==> src/rtl/regfile_pkg.sv <==
// Shared constants and helpers for the scoreboarded general register file.
package regfile_pkg;

    localparam int unsigned ZERO_REG    = 0;
    localparam int unsigned MAX_BUS_W   = 256;
    localparam int unsigned MAX_FIELD_W = 64;

    // Field k of width w from a flattened bus, zero-extended to MAX_FIELD_W.
    function automatic logic [MAX_FIELD_W-1:0] get_field(input logic [MAX_BUS_W-1:0] bus,
                                                         input int unsigned k,
                                                         input int unsigned w);
        logic [MAX_BUS_W-1:0] mask;
        mask = {MAX_BUS_W{1'b1}} >> (MAX_BUS_W - w);
        return MAX_FIELD_W'((bus >> (k * w)) & mask);
    endfunction

    // Largest value a pending-write counter may hold.
    function automatic int unsigned cnt_sat(input int unsigned cnt_w);
        return (32'd1 << cnt_w) - 32'd1;
    endfunction

endpackage

==> src/rtl/regfile_sb_cnt.sv <==
// Pending-write counter for one register: +1 on issue, -0/1/2 on write-back, floors at 0.
module regfile_sb_cnt
    import regfile_pkg::*;
#(
    parameter int unsigned CNT_W = 2
) (
    input  logic             clk,
    input  logic             reset,
    input  logic             inc,
    input  logic [1:0]       dec,
    output logic [CNT_W-1:0] cnt,
    output logic             sat,
    output logic             zero
);

    logic [CNT_W-1:0] cnt_q, cnt_d;
    logic [CNT_W:0]   sum;

    always_comb begin
        sum = {1'b0, cnt_q} + (CNT_W + 1)'(inc);
        // Unscoreboarded write-backs are legal, so the counter floors at zero.
        if (sum >= (CNT_W + 1)'(dec)) begin
            cnt_d = CNT_W'(sum - (CNT_W + 1)'(dec));
        end else begin
            cnt_d = '0;
        end
    end

    always_ff @(posedge clk) begin
        if (reset) begin
            cnt_q <= '0;
        end else begin
            cnt_q <= cnt_d;
        end
    end

    assign cnt  = cnt_q;
    assign sat  = (cnt_q == CNT_W'(cnt_sat(CNT_W)));
    assign zero = (cnt_q == '0);

endmodule

==> src/rtl/regfile_sb.sv <==
// Multi-read-port register file with two write-back ports, bypass and a pending-write scoreboard.
// Optional macro GRF_TRACE_EN prints every committed non-zero write.
module regfile_sb
    import regfile_pkg::*;
#(
    parameter int unsigned DATA_W = 32,
    parameter int unsigned ADDR_W = 5,
    parameter int unsigned NRD    = 2,
    parameter int unsigned CNT_W  = 2
) (
    input  logic                  clk,
    input  logic                  reset,
    input  logic [NRD*ADDR_W-1:0] raddr,
    output logic [NRD*DATA_W-1:0] rdata,
    output logic [NRD-1:0]        rready,
    input  logic                  iss_en,
    input  logic [ADDR_W-1:0]     iss_addr,
    output logic                  iss_ok,
    input  logic                  we0,
    input  logic [ADDR_W-1:0]     waddr0,
    input  logic [DATA_W-1:0]     wdata0,
    input  logic                  we1,
    input  logic [ADDR_W-1:0]     waddr1,
    input  logic [DATA_W-1:0]     wdata1,
    input  logic [31:0]           wpc1,
    input  logic [31:0]           wpc0
);

    localparam int unsigned DEPTH = 2 ** ADDR_W;
    localparam logic [ADDR_W-1:0] ZERO_ADDR = ADDR_W'(ZERO_REG);

    logic [DATA_W-1:0] regs_q [DEPTH];
    logic [DATA_W-1:0] regs_d [DEPTH];
    logic [CNT_W-1:0]  cnt_all  [DEPTH];
    logic              sat_all  [DEPTH];
    logic              zero_all [DEPTH];
    logic [1:0]        dec_all  [DEPTH];
    logic [ADDR_W-1:0] raddr_k  [NRD];

    // Storage: port 1 is applied last so it wins a collision.
    always_comb begin
        regs_d = regs_q;
        if (we0 && waddr0 != ZERO_ADDR) begin
            regs_d[waddr0] = wdata0;
        end
        if (we1 && waddr1 != ZERO_ADDR) begin
            regs_d[waddr1] = wdata1;
        end
        regs_d[ZERO_REG] = '0;
    end

    always_ff @(posedge clk) begin
        if (reset) begin
            regs_q <= '{default: '0};
        end else begin
            regs_q <= regs_d;
        end
    end

    always_comb begin
        for (int r = 0; r < DEPTH; r++) begin
            dec_all[r] = 2'(we0 && waddr0 == ADDR_W'(r)) + 2'(we1 && waddr1 == ADDR_W'(r));
        end
    end

    assign iss_ok = iss_en && (iss_addr == ZERO_ADDR || !sat_all[iss_addr]);

    // Register 0 is hardwired, so it carries no counter.
    assign cnt_all[0]  = '0;
    assign sat_all[0]  = 1'b0;
    assign zero_all[0] = 1'b1;

    for (genvar r = 1; r < DEPTH; r++) begin : g_cnt
        regfile_sb_cnt #(
            .CNT_W(CNT_W)
        ) u_cnt (
            .clk  (clk),
            .reset(reset),
            .inc  (iss_ok && iss_addr == ADDR_W'(r)),
            .dec  (dec_all[r]),
            .cnt  (cnt_all[r]),
            .sat  (sat_all[r]),
            .zero (zero_all[r])
        );
    end

    always_comb begin
        for (int k = 0; k < NRD; k++) begin
            raddr_k[k] = ADDR_W'(get_field(MAX_BUS_W'(raddr), k, ADDR_W));
        end
    end

    always_comb begin
        rdata  = '0;
        rready = '0;
        for (int k = 0; k < NRD; k++) begin
            if (raddr_k[k] == ZERO_ADDR) begin
                rdata[k*DATA_W +: DATA_W] = '0;
            end else if (we1 && waddr1 == raddr_k[k]) begin
                rdata[k*DATA_W +: DATA_W] = wdata1;
            end else if (we0 && waddr0 == raddr_k[k]) begin
                rdata[k*DATA_W +: DATA_W] = wdata0;
            end else begin
                rdata[k*DATA_W +: DATA_W] = regs_q[raddr_k[k]];
            end
            // A write-back draining the last pending write is ready via the bypass.
            rready[k] = (raddr_k[k] == ZERO_ADDR) || zero_all[raddr_k[k]] ||
                        (32'(cnt_all[raddr_k[k]]) <= 32'(dec_all[raddr_k[k]]));
        end
    end

`ifdef GRF_TRACE_EN
    always_ff @(posedge clk) begin
        if (!reset) begin
            if (we0 && waddr0 != ZERO_ADDR && !(we1 && waddr1 == waddr0)) begin
                $display("@%h: $%0d <= %h", wpc0, waddr0, wdata0);
            end
            if (we1 && waddr1 != ZERO_ADDR) begin
                $display("@%h: $%0d <= %h", wpc1, waddr1, wdata1);
            end
        end
    end
`else
    logic unused_wpc;
    assign unused_wpc = ^{wpc0, wpc1};
`endif

endmodule

==> config.mk <==
export PLATFORM = sky130hd
export DESIGN_NAME = regfile_sb
export DESIGN_NICKNAME = d
export VERILOG_FILES = /design/src/rtl/regfile_pkg.sv /design/src/rtl/regfile_sb_cnt.sv /design/src/rtl/regfile_sb.sv
export SDC_FILE = /design/constraint.sdc
export NUM_CORES = 2
export LEC_CHECK = 0
export CAP_MARGIN = 30
export CORE_MARGIN = 1.5
export CORE_UTILIZATION = 42
export DETAILED_ROUTE_END_ITERATION = 16
export SLEW_MARGIN = 20
export SYNTH_ARGS = -nofsm -noshare
export SYNTH_HDL_FRONTEND = slang
export SYNTH_SLANG_ARGS = --single-unit
==> constraint.sdc <==
create_clock -name clk -period 4.6 [get_ports clk]
set_input_delay 0.46 -clock clk [delete_from_list [all_inputs] [get_ports clk]]
set_output_delay 0.46 -clock clk [all_outputs]
set_load 0.1 [all_outputs]
Yosys cells after proc, flatten, opt, wreduce, memory -nomap -nowiden:

Index checks and enable logic that the tools add are counted.

* add/sub/neg operators: 94
* $lt $le $gt $ge: 40
* eq/ne operators: 128
* multiplexer cells: 41
* bitwise operators: 36
* reduce and logical (&&, ||, !) cells: 179

Operators with widths (number)
* bitwise mux 1024 bit: 2
* two-way mux 1024 bit: 1
* two-way mux 992 bit: 1
* two-way mux 32 bit: 12
* binary-select mux 32 bit (select 5 bit): 2
* demux 32 bit (select 5 bit): 2
* equality test 5 bit (second input constant): 48
* equality test 5 x 4 -> 1 bit (second input constant): 24
* logical AND 1 bit: 104
* adder 2 x 1 -> 3 bit: 31
* >= comparator 3 x 2 -> 1 bit: 31
* adder 1 x 1 -> 2 bit: 32
* equality test 2 bit (second input constant): 31
* logical NOT 2 bit: 31
* OR reduction 2 bit: 31
* subtractor 2 bit: 31
* equality test 5 x 3 -> 1 bit (second input constant): 12
* binary-select mux 2 bit (select 5 bit): 4
* inverter 1 bit: 31
* equality test 5 x 2 -> 1 bit (second input constant): 6
* >= comparator 6 bit (second input constant): 5
* inverter 5 -> 6 bit: 5
* logical NOT 5 bit: 5
* equality test 5 bit: 4
* other kinds (9): 32

* flip-flop bits (word level): 1086
* input bits: 158
* logic and storage cells: 581

Logic depth before layout (Yosys ltp):

* depth after elaboration: 12
* gate-level depth with buffers: 17
* gate-level depth less buffers: 14

Modules after synthesis:

A second synthesis with hierarchy kept.

* cells, all modules: 8124
* area, all modules: 70436.3 µm²

Modules (own cells, without submodules)
* regfile_sb: times used 1, cells an instance 7597, area an instance 65161.2 µm²
* regfile_sb_cnt: times used 31, cells an instance 17, area an instance 170.2 µm²

Worst setup path after synthesis:

OpenSTA, ideal clock, no wires.

* path type: in2out
* from: input port raddr[5]
* to: output port rdata[32]
* arrival: 4.845 ns
* required time: 4.140 ns
* slack: -0.705 ns
* stages: 10
* path buffers: 4
* cells stage by stage: buf_2 buf_4 buf_4 buf_2 nand2_1 nor2_1 nor4_1 a21oi_1 nor3_1 o41ai_1

* longest elaborated chain between the ends: 7

Ends and longest elaborated chain
* start: declaration: line regfile_sb.sv:13 `input logic [NRD*ADDR_W-1:0] raddr,`
* inverter 5 -> 6 bit (not written as such): line regfile_sb.sv:104 `rdata[k*DATA_W +: DATA_W] = regs_q[raddr_k[k]];`
* binary-select mux 32 bit (select 5 bit): line regfile_sb.sv:104
* two-way mux 32 bit (not written as such) (2 in a row): line regfile_sb.sv:104
* two-way mux 32 bit: line regfile_sb.sv:101 `end else if (we0 && waddr0 == raddr_k[k]) begin`
* two-way mux 32 bit: line regfile_sb.sv:99 `end else if (we1 && waddr1 == raddr_k[k]) begin`
* two-way mux 32 bit (*): line regfile_sb.sv:97 `if (raddr_k[k] == ZERO_ADDR) begin`
* end: declaration: line regfile_sb.sv:14 `output logic [NRD*DATA_W-1:0] rdata,`

Every way passes the cells marked *; elsewhere a longest branch is shown, timed or not. The select of a mux whose other input is x is not followed.

Final worst setup path:

* from: input port waddr0[2]
* to: output port rready[1]

* longest elaborated chain between the ends: 8

Ends and longest elaborated chain
* start: declaration: line regfile_sb.sv:20 `input logic [ADDR_W-1:0] waddr0,`
* equality test 5 bit (tied with other cells): line regfile_sb.sv:62 `dec_all[r] = 2'(we0 && waddr0 == ADDR_W'(r)) + 2'(we1 && waddr1 == ADDR_W'(r));`
* logical AND 1 bit: line regfile_sb.sv:62
* adder 1 x 1 -> 2 bit: line regfile_sb.sv:62
* binary-select mux 2 bit (select 5 bit) (*): line regfile_sb.sv:108 `(32'(cnt_all[raddr_k[k]]) <= 32'(dec_all[raddr_k[k]]));`
* two-way mux 2 bit (not written as such) (*) (2 in a row): line regfile_sb.sv:108
* <= comparator 2 bit (*): line regfile_sb.sv:108
* logical OR 1 bit (*): line regfile_sb.sv:107 `rready[k] = (raddr_k[k] == ZERO_ADDR) || zero_all[raddr_k[k]] ||`
* end: declaration: line regfile_sb.sv:15 `output logic [NRD-1:0] rready,`

Marked as above.

==> qor.yml <==
status:
  status: "complete, no violations"
pwr:
  ir_worst_vdd_mv: 0.352
  p_leak_uw: 0.0277
  powerDensity_nw_per_um2: 291
grt:
  use_met2: 0.529
  grt_max_degree: 115
  grt_pass1_vias: 64700
  grt_use_met1: 0.483
  grt-ovfl-total: 0
  grt_pass1_wl_um: 465000
  gr-usage-met3: 0.134
  grtUsageTotal: 0.374
  antenna_found_initial: 19
  busiest_layer: "met2"
critical_path:
  startpoint: "waddr0[2]"
  r2r_slack_ns: 1.22
  reg2reg_from: "g_cnt[31].u_cnt.cnt[0]$_SDFF_PP0_"
  critPathLaunchType: "input port"
  path_class: "in -> out"
  cp-endpoint: "rready[1]"
  reg2reg_to: "g_cnt[26].u_cnt.cnt[1]$_SDFF_PP0_"
  critPathCaptureType: "primary output"
  r2r_cells: 13
  crit_arrival_ns: 4.02
  cp.required_ns: 4.14
  crit_path_max_fanout: 9
sta:
  fin_crit_ns: 4.48
  tns_ns: 0
  fin_crit_sh: 0.974
  finalMaxSlewViolations: 0
  rsz0062_at_grt: "no"
  fin_worst_skew_ns: 0.0682
  setup_viol_count_final: 0
  hold_viol: 0
  relSlewSlack: 0.207
  max_freq_mhz: 223
  worstMarginPinSlew_ns: 1.19
detailed_routing:
  drt_iter0_drc: 11200
  ant_nets: 0
  drt-pass1-iter-count: 8
  vias: 69500
  wl_per_cell_um: 33.4
  drt_drc_violations_left: 0
  viasPerCell: 7.06
  drt-total-wl_um: 329000
floorplan:
  initial_core_util: 0.424
  pin_count: 225
  core_area_um2: 166000
  fp-row-count: 149
  die_area_um2: 170000
  dieWidth_um: 412
  die_h_um: 412
cells_and_area:
  register_area_um2: 21100
  multi_input_area_um2: 45100
  area_delta_synth_final_pct: 14.6
  final_core_util: 0.486
  nFillCells: 15100
  nNetsFinal: 7862
  drive_above_1_share: 0.206
synthesis:
  synth_flop_cell: "dfxtp_1"
  synth_edf_count: 0
  synth_async_sr_flop_share: 0
  netlist_area_um2: 70300
  ys_ff_latch: 1054
  syn-num-nets: 8114
  syn_inst: 7796
  ys_seq_area_frac: 0.300
  syn_avg_cell_area_um2: 9.01
  yosys_warnings: 0
  synth_cell_types: 62
clock_network:
  clk_latency_ns: 0.80
  path_clk_slew_ns: 0.06
  cts_buffers: 119
  cts_root_buffer: "clkbuf_16"
  cts_tree: "yes"
  cts_max_level: 3
  clockBufferDepth: 3
  clock_sinks: 1054
placed_design:
  post-dp-hpwl_um: 194000
  port_buffers: 160
  gp_congestion: 0.908
run:
  cap_violations: 0
worst_hold_path:
  holdCritPathClass: "in -> reg"
-- cell families (layout without fill, tap and decap cells) --
family	after synthesis	after routing	synth area share
compound gates	1604	1604	0.177
xor+xnor	51	51	0.00636
fa+ha+maj	160	160	0.0318
buf+inv	1159	1007	0.0685
flops	1054	1054	0.300
mux	1326	1326	0.279
other cells	0	17	0
simple gates	2442	2442	0.137
-- worst max-delay path, cell delays in order --
cell and delay, ns:
dlygate4sd2_1 0.30, buf_4 0.22, nor3b_1 0.23, buf_4 0.18
nand2_2 0.07, inv_2 0.07, ha_1 0.24, buf_4 0.15
mux4_2 0.47, mux4_2 0.51, nand2_1 0.08, nand2_1 0.07
ha_2 0.26, a211oi_2 0.24, buf_4 0.17, o21ai_4 0.08
buf_12 0.20
-- flip-flops by register name, summed over array words and instances, names as in the netlist --
name and count:
regs_q 992, g_cnt.u_cnt.cnt 62
-- cells in the mapped netlist (13+ instances only) --
library cell | instances | area (µm²)
nand3_1 | 21 | 105
clkbuf_1 | 596 | 2240
xnor2_1 | 35 | 307
o31a_1 | 31 | 272
o221ai_1 | 15 | 131
fa_1 | 31 | 621
a22o_1 | 19 | 166
buf_2 | 139 | 696
inv_1 | 145 | 544
mux2_2 | 200 | 2250
a31oi_1 | 22 | 138
a211oi_1 | 541 | 4060
o22ai_1 | 31 | 194
a21oi_1 | 110 | 551
nor2b_1 | 25 | 156
o211ai_1 | 14 | 105
o21ai_0 | 82 | 410
o32ai_1 | 29 | 254
xor2_1 | 16 | 140
dfxtp_1 | 1054 | 21100
a221oi_1 | 60 | 526
o31ai_1 | 19 | 143
nand2_1 | 1119 | 4200
nor2_1 | 1101 | 4130
ha_1 | 129 | 1610
a22oi_1 | 76 | 571
mux2i_1 | 639 | 6400
buf_4 | 48 | 360
a311oi_1 | 482 | 4220
a221o_1 | 13 | 130
o32a_1 | 31 | 310
nor3_1 | 113 | 566
mux4_2 | 487 | 11000
buf_1 | 205 | 769
-- layer usage --
metal | vias up | routed length [µm]
li1 | 28400 | -
met1 | 34000 | 122000
met2 | 5708 | 135000
met3 | 1405 | 48500
met4 | 10 | 23500
met5 | - | 159
-- repair_timing --
item,in CTS,in global routing
setup buffers,2,0
hold buffers,0,0
cloned,1,1
setup endpoints to repair,2,2
pin swaps,3,4
gates resized for setup,30,10
-- how the worst min path moves through the flow --
stage	slack (ns)	end	cells after the start	startpoint
after floorplan	0.46	regs_q[903]$_SDFF_PP0_	2	regs_q[903]$_SDFF_PP0_
after global placement	0.47	regs_q[919]$_SDFF_PP0_	2	regs_q[919]$_SDFF_PP0_
after detailed placement	0.48	regs_q[782]$_SDFF_PP0_	2	regs_q[782]$_SDFF_PP0_
after CTS	0.29	regs_q[304]$_SDFF_PP0_	2	reset
after global routing	0.32	regs_q[304]$_SDFF_PP0_	2	reset
final	0.28	regs_q[304]$_SDFF_PP0_	2	reset
-- where the power goes --
group          leakage, µW  switching, µW  total, µW  internal [µW]
logic               0.0172           2520       3830           1310
clock network      0.00199           4390      10100           5740
registers          0.00852            156       9470           9310
-- final cells by class --
cell class / instances / share of cell area
Antenna cell: 17 / 0.000528
Clock buffer: 182 / 0.0444
Clock inverter: 39 / 0.00573
Inverter: 148 / 0.00691
Multi-Input combinational cell: 5583 / 0.560
Sequential cell: 1054 / 0.262
Tap cell: 2189 / 0.0340
Timing Repair Buffer: 638 / 0.0865
-- cell usage in the layout, fill, tap and decap left out, types with 81 or more instances in the layout --
| cell | synthesis | final |
|---|---|---|
| buf_12 | 0 | 129 |
| a211oi_1 | 541 | 539 |
| a311oi_1 | 482 | 482 |
| buf_4 | 48 | 395 |
| o21ai_0 | 82 | 81 |
| nor3_1 | 113 | 112 |
| a21oi_1 | 110 | 110 |
| dfxtp_1 | 1054 | 1054 |
| mux4_2 | 487 | 487 |
| mux2i_1 | 639 | 639 |
| mux2_2 | 200 | 200 |
| ha_1 | 129 | 127 |
| nor2_1 | 1101 | 1085 |
| clkbuf_16 | 0 | 122 |
| inv_1 | 145 | 130 |
| nand2_1 | 1119 | 1071 |
-- through the flow --
| stage | hold slack, ns | area, µm² | power, µW | cells | setup WS, ns |
|---|---|---|---|---|---|
| 6_report | 0.280 | 80500 | 23400 | 9850 | 0.121 |
| 3_5_place_dp | 0.481 | 76100 | 13300 | 9600 | -0.333 |
| 2_1_floorplan | 0.461 | 70400 | 11900 | 7796 | 0.000290 |
| 3_3_place_gp | 0.471 | 75600 | 13300 | 9579 | -0.307 |
| 5_1_grt | 0.316 | 80500 | 23800 | 9837 | 0.0103 |
| 4_1_cts | 0.286 | 80300 | 23300 | 9824 | 0.00499 |
Power figures use the tool's default switching activity.
